$ cat config.mk
export PLATFORM = sky130hd
export DESIGN_NAME = hog_frame_sequencer
export DESIGN_NICKNAME = d
export VERILOG_FILES = /design/src/rtl/hog_frame_sequencer.sv
export SDC_FILE = /design/constraint.sdc
export NUM_CORES = 1
export LEC_CHECK = 0
export ABC_AREA = 1
export CAP_MARGIN = 20
export CORE_ASPECT_RATIO = 0.6
export CORE_MARGIN = 5
export CORE_UTILIZATION = 25
export CTS_CLUSTER_SIZE = 40
export DETAILED_ROUTE_END_ITERATION = 16
export HOLD_SLACK_MARGIN = 0.02
export PLACE_DENSITY = 0.52
export SLEW_MARGIN = 5
export SYNTH_ARGS = -nofsm -noshare
export SYNTH_HDL_FRONTEND = slang
export SYNTH_SLANG_ARGS = --single-unit
$ cat constraint.sdc
create_clock -name aclk -period 1.7 [get_ports aclk]
set_clock_uncertainty 0.2 [all_clocks]
set_input_delay 0.17 -clock aclk [delete_from_list [all_inputs] [get_ports aclk]]
set_output_delay 0.17 -clock aclk [all_outputs]
set_load 0.005 [all_outputs]
$ cat src/rtl/hog_frame_sequencer.sv
// hog_frame_sequencer: streams one BRAM image frame into hog_top and handshakes completion; HOG_SEQ_TIMEOUT_EN adds a WAIT_DONE watchdog
module hog_frame_sequencer #(
  parameter int          IMAGE_SIZE     = 18495,
  parameter int          ADDR_WIDTH     = 15,
  parameter int          P_WIDTH        = 8,
  parameter logic [23:0] TIMEOUT_CYCLES = 24'd4000000
) (
  input  logic                  aclk,
  input  logic                  arest_n,
  input  logic                  start,
  input  logic                  abort,
  output logic                  busy,
  output logic                  done,
  output logic                  err_timeout,
  output logic [15:0]           frame_cnt,
  output logic [ADDR_WIDTH-1:0] img_addrb,
  output logic                  img_enb,
  input  logic [P_WIDTH-1:0]    img_doutb,
  input  logic                  hog_ready,
  output logic [P_WIDTH-1:0]    p,
  output logic                  p_valid,
  output logic                  finish,
  input  logic                  write_feature_done
);
  typedef enum logic [2:0] {IDLE, WAIT_READY, STREAM, FLUSH, FINISH, WAIT_DONE} state_t;
  localparam logic [ADDR_WIDTH-1:0] LAST = ADDR_WIDTH'(IMAGE_SIZE);
  state_t state;
`ifdef HOG_SEQ_TIMEOUT_EN
  logic [23:0] wdog;
`else
  logic unused_timeout;
  assign unused_timeout = ^TIMEOUT_CYCLES;
  assign err_timeout = 1'b0;
`endif
  assign busy = state != IDLE;
  assign p = p_valid ? img_doutb : '0;
  // frame sequencer: BRAM read issue, pixel qualifier, end-of-frame handshake
  always_ff @(posedge aclk) begin
    if (!arest_n) begin
      state     <= IDLE;
      done      <= 1'b0;
      finish    <= 1'b0;
      frame_cnt <= '0;
      img_addrb <= '0;
      img_enb   <= 1'b0;
      p_valid   <= 1'b0;
`ifdef HOG_SEQ_TIMEOUT_EN
      err_timeout <= 1'b0;
      wdog        <= '0;
`endif
    end else begin
      done    <= 1'b0;
      finish  <= 1'b0;
      p_valid <= img_enb;
      if (abort) begin
        state   <= IDLE;
        img_enb <= 1'b0;
        p_valid <= 1'b0;
      end else begin
        case (state)
          IDLE: if (start) begin
            state <= WAIT_READY;
`ifdef HOG_SEQ_TIMEOUT_EN
            err_timeout <= 1'b0;
`endif
          end
          WAIT_READY: if (hog_ready) begin
            state     <= STREAM;
            img_enb   <= 1'b1;
            img_addrb <= '0;
          end
          STREAM: if (img_addrb == LAST) begin
            state   <= FLUSH;
            img_enb <= 1'b0;
          end else img_addrb <= img_addrb + ADDR_WIDTH'(1);
          FLUSH: begin
            state  <= FINISH;
            finish <= 1'b1;
          end
          FINISH: begin
            state <= WAIT_DONE;
`ifdef HOG_SEQ_TIMEOUT_EN
            wdog <= '0;
`endif
          end
          WAIT_DONE: if (write_feature_done) begin
            state     <= IDLE;
            done      <= 1'b1;
            frame_cnt <= frame_cnt + 16'd1;
          end
`ifdef HOG_SEQ_TIMEOUT_EN
          else if (wdog == TIMEOUT_CYCLES - 24'd1) begin
            state       <= IDLE;
            err_timeout <= 1'b1;
          end else wdog <= wdog + 24'd1;
`endif
          default: state <= IDLE;
        endcase
      end
    end
  end
endmodule

# After elaboration in Yosys (flattened, before gate mapping)
# Cells that the tools add are included.
[op_classes] add_sub_neg=2 eq_ne=11 muxes=14 reduce_logical=9 bitwise=3
[op_table] operator="15-bit two-way mux" count=2
[op_table] operator="15-bit one-hot mux with 2 select lines" count=1
[op_table] operator="3-bit one-hot mux with 6 select lines" count=1
[op_table] operator="16-bit by 1-bit adder with 16-bit output, second input constant" count=1
[op_table] operator="15-bit by 1-bit adder with 15-bit output, second input constant" count=1
[op_table] operator="15-bit equality test, second input constant" count=1
[op_table] operator="3-bit two-way mux" count=4
[op_table] operator="2-bit inequality test, second input constant" count=5
[op_table] operator="8-bit two-way mux" count=1
[op_table] operator="4-bit AND reduction" count=2
[op_table] operator="3-bit by 2-bit equality test with 1-bit output, second input constant" count=2
[op_table] operator="3-bit equality test, second input constant" count=2
[op_table] operator="3-bit AND reduction" count=2
[op_table] operator="1-bit two-way mux" count=4
[op_table] operator="3-bit by 1-bit equality test with 1-bit output, second input constant" count=1
[op_table] operator="3-bit zero test" count=1
[op_table] operator="1-bit inverter" count=3
[op_table] operator="3-bit nonzero test" count=1
[op_table] operator="3-bit OR reduction" count=1
[op_table] operator="1-bit one-hot mux with 2 select lines" count=1
[op_table] operator="2-bit nonzero test" count=1
[op_table] operator="2-bit OR reduction" count=1
[totals] elab_cells=46 in_bits=14 ff_bits=38

# Longest topological paths before layout
[depth] word_depth=3 depth_mapped=11 mapped_depth_nobuf=11

# Least setup slack after synthesis
# No wires, ideal clock.
[synth_path] kind="register -> register" startpoint="register img_addrb[1]" endpoint="register img_addrb[2]" path_buffers=1 stages_incl_launch_ff=11 arrival_ns=1.451 period_less_slack_ns=1.720 setup_time_ns=0.069 slack_ns=-0.020 cell_sequence="dfxtp_1 > ha_1 > nand3_1 > nor2_1 > nand2_1 > nand2_4 > nand2_4 > nand2_4 > buf_12 > nand2_1 > a21oi_2"
[synth_between] elab_chain_len=3 elab_cells_between_ends=6 classes_between="add/sub: 1; eq/ne: 2; mux: 2; reduce/logical: 1"
[synth_lines] element="from (decl)" line="16" rtl="output logic [ADDR_WIDTH-1:0] img_addrb,"
[synth_lines] element="from (signal assigned)" line="75" rtl="end else img_addrb <= img_addrb + ADDR_WIDTH'(1);"
[synth_lines] element="15-bit by 1-bit adder with 15-bit output / 15-bit equality test (equally long branches)" line="75, 72"
[synth_lines] element="15-bit two-way mux / 2-bit inequality test (equally long branches)"
[synth_lines] element="15-bit one-hot mux with 2 select lines / 4-bit AND reduction (equally long branches)"
# Parallel ways exist; a longest one is shown, timed or not. The select of a mux whose other input is x is not followed.
# A chain may end at the register's enable or synchronous reset.

# Worst setup path in the final report
[layout_path] startpoint="register img_addrb[8]" endpoint="output img_addrb[8]"
# No word-level cell between the ends.

==> run metrics <==
Warnings, synthesis 0; fraction of synthesis flops using an asynchronous set or reset pin 0%; horizontal die dimension roughly 130 um; WS Path Type register to primary output; amount of wire on met2 after detailed routing between 2000 and 3000 um; clock tree from TritonCTS yes; Core Box Area 0.00862 mm^2; antenna cells 0; Most used DFF post-synth dfxtp_1; PwrDens approximately 600 mW/mm^2; CTS max path bufs 2; flop and latch count out of synthesis 38; Final Worst Setup Slack 0.0510 ns; Crit. End Element primary output; Residual DRC 0; Post-Route Hold Slack 0.0272 ns; final critical delay including setup and external delays 1.65 ns; boundary pin count 59; largest net degree at the start of global routing 17; final layout net count about 470; number of slew-limit violations in the final report 0; H-Tree Depth 2; GRT overflow 0; reg2reg start img_addrb[0]; layout cells sized above 1 22.3%; reg-to-reg slack, setup 0.10 ns; die area about 0.011 mm^2; Post-CTS Setup Inserts 0; routed length on met3 305 um; crit-path cells buf_4 -> clkdlybuf4s50_1; sinks on the clock net 38; startpoint kind of the worst setup timing path register; overall fraction of global-route tracks in use 12.6%; synthesis-to-finish area growth 54.5%; antenna violations before repair 0; clock slew at reported path FFs 0.06 ns; endpoint of the worst hold path state[2]; setup slack at placement -0.209 ns; port bufs 57; final weighted congestion in routability-driven placement around 0.83; required time of the critical path between 1 and 1.5 ns; syn_nets 371; Post-CTS Hold Fix Bufs 0; Via density 4.37; Min-Delay Path Class input pin to register; number of cells traversed by the worst register-to-register path 9; largest driver fanout on the critical path 4; result of the run completed; std cell rows 26; reg2reg end img_addrb[14]; slowest cell on the critical path clkdlybuf4s50_1; wire length of the first global-routing pass between 10000 and 15000 um; Hold Startpoint write_feature_done; signal arrival time at the worst endpoint 1.28 ns; initial core utilization about a quarter; via count of the first global-routing pass 2373; top routing layer in use met4; post-detail-place hpwl 5190 um; post-route total power around 2.1 mW; initial drt markers 109; post-synth design cell area 0.00224 mm^2; count of nets left with antenna violations after detail routing 0; number of CTS-inserted buffers 5; Die Y 83.3 um; DR pass1 iterations 5; Clock Root Buffer clkbuf_16; via total after detailed routing 2462; wirelength, routed 6840 um; mean routed wirelength per cell 12.1 um; setup total negative slack 0 ns; post-route fraction of the period consumed by the critical path 97.0%; cells after synthesis 355; Avg Inst Size Synth 6.31 um^2; sequential-to-total area share from yosys stat around 34%; wire length on met1 approximately 3700 um; P_leak roughly 1.4 nW; number of flops mapped to enable cells by yosys 0; number of violations of the max-capacitance limit 0; Hold Vio Cnt, Final 0; cell count of the worst hold path 4; Largest stage delay, worst path 0.49 ns; distinct cell type count after synthesis 30; highest clock rate 606 MHz; Final setup viols 0; later-pin clock latency in the skew report 0.28 ns; Worst VDD drop 0.320 mV
## worst max path at each step
stage,from,end,slack [ns],depth (start not counted)
6_report,img_addrb[8],img_addrb[8],0.05,2
5_1_grt,img_addrb[0],img_addrb[14],-0.001,9
4_1_cts,img_addrb[7],img_addrb[7],0.008,1
3_5_place_dp,write_feature_done,frame_cnt[12],-0.21,10
3_3_place_gp,write_feature_done,frame_cnt[12],-0.18,10
2_1_floorplan,img_addrb[1],img_addrb[2],0.04,10
## metrics by stage
stage / instance area (um^2) / instances / utilization (%)
floorplan: 2240 / 355 / -
global placement: 3210 / 557 / 37.3
detailed placement: 3210 / 557 / 37.3
CTS: 3360 / 564 / 39.0
global route: 3460 / 564 / 40.1
finish: 3460 / 564 / 40.1
## cell usage in the layout (no fill, tap or decap), drive strengths merged
cell and instances:
a31oi 1, xnor2 1, ha 2, nor3b 2, nor3 8, nor2 71, nand4 3, dlymetal6s2s 3
nand2 98, o21ai 6, clkdlybuf4s50 53, clkbuf 5, clkinv 2, o21bai 3, dfxtp 38, conb 1
dlygate4sd2 1, buf 43, nand3 34, inv 50, a21oi 27
## final cells by class
class | count | area [um^2]
flip-flops and latches | 38 | 786
fillers | 927 | 5160
clock inverters | 2 | 10.0
inverters | 50 | 188
clock buffers | 5 | 125
well taps | 112 | 140
multi-input cells | 257 | 1280
repair buffers | 100 | 928
## layer usage
metal  vias up  track usage [%]
met3         5             3.62
met5         -                0
met2        54             17.8
met1      1104             18.6
li1       1299                -
met4         0             2.80
## critical path: cells and delay by family, from the launching register on
family,cells,cell delay [ns]
DFF,1,0.37
buffers and inverters,2,0.63
## registers in the layout (all words and copies together), names as in the netlist
signal,flops
img_enb,1
state,3
done,1
frame_cnt,16
finish,1
img_addrb,15
p_valid,1
## Yosys cell counts (all sizes together), types with 2 or more instances
master / number / share of area [%]
buf: 6 / 2.5
clkbuf: 3 / 0.95
dfxtp: 38 / 34
nor3: 8 / 2.0
nand2: 98 / 18
inv: 50 / 8.4
nand3: 34 / 8.0
a21oi: 27 / 7.0
ha: 2 / 1.1
nor2: 71 / 13
o21ai: 6 / 1.3
o21bai: 3 / 1.0
nand4: 3 / 0.84
nor3b: 2 / 0.67
## report_power, final
part           internal [mW]  switching, mW  total (mW)
Combinational          0.129          0.136       0.265
Clock                  0.530          0.367       0.896
Sequential             0.903         0.0119       0.915
Total                   1.56          0.515        2.08
## cell families (layout without fill, tap and decap cells)
kind of cell,after synthesis,count (layout),share of synthesized area (%)
xor+xnor,1,1,0.391
flops,38,38,34.0
buf+inv,60,157,12.4
compound gates,37,37,9.67
simple gates,216,216,42.3
other cells,1,1,0.168
fa+ha+maj,2,2,1.12
## what timing repair did
action,4_1_cts,5_1_grt
resized for setup,9,31
endpoints found under the setup margin,14,37
pin swaps,0,1
(Power assumes the default switching activity.)
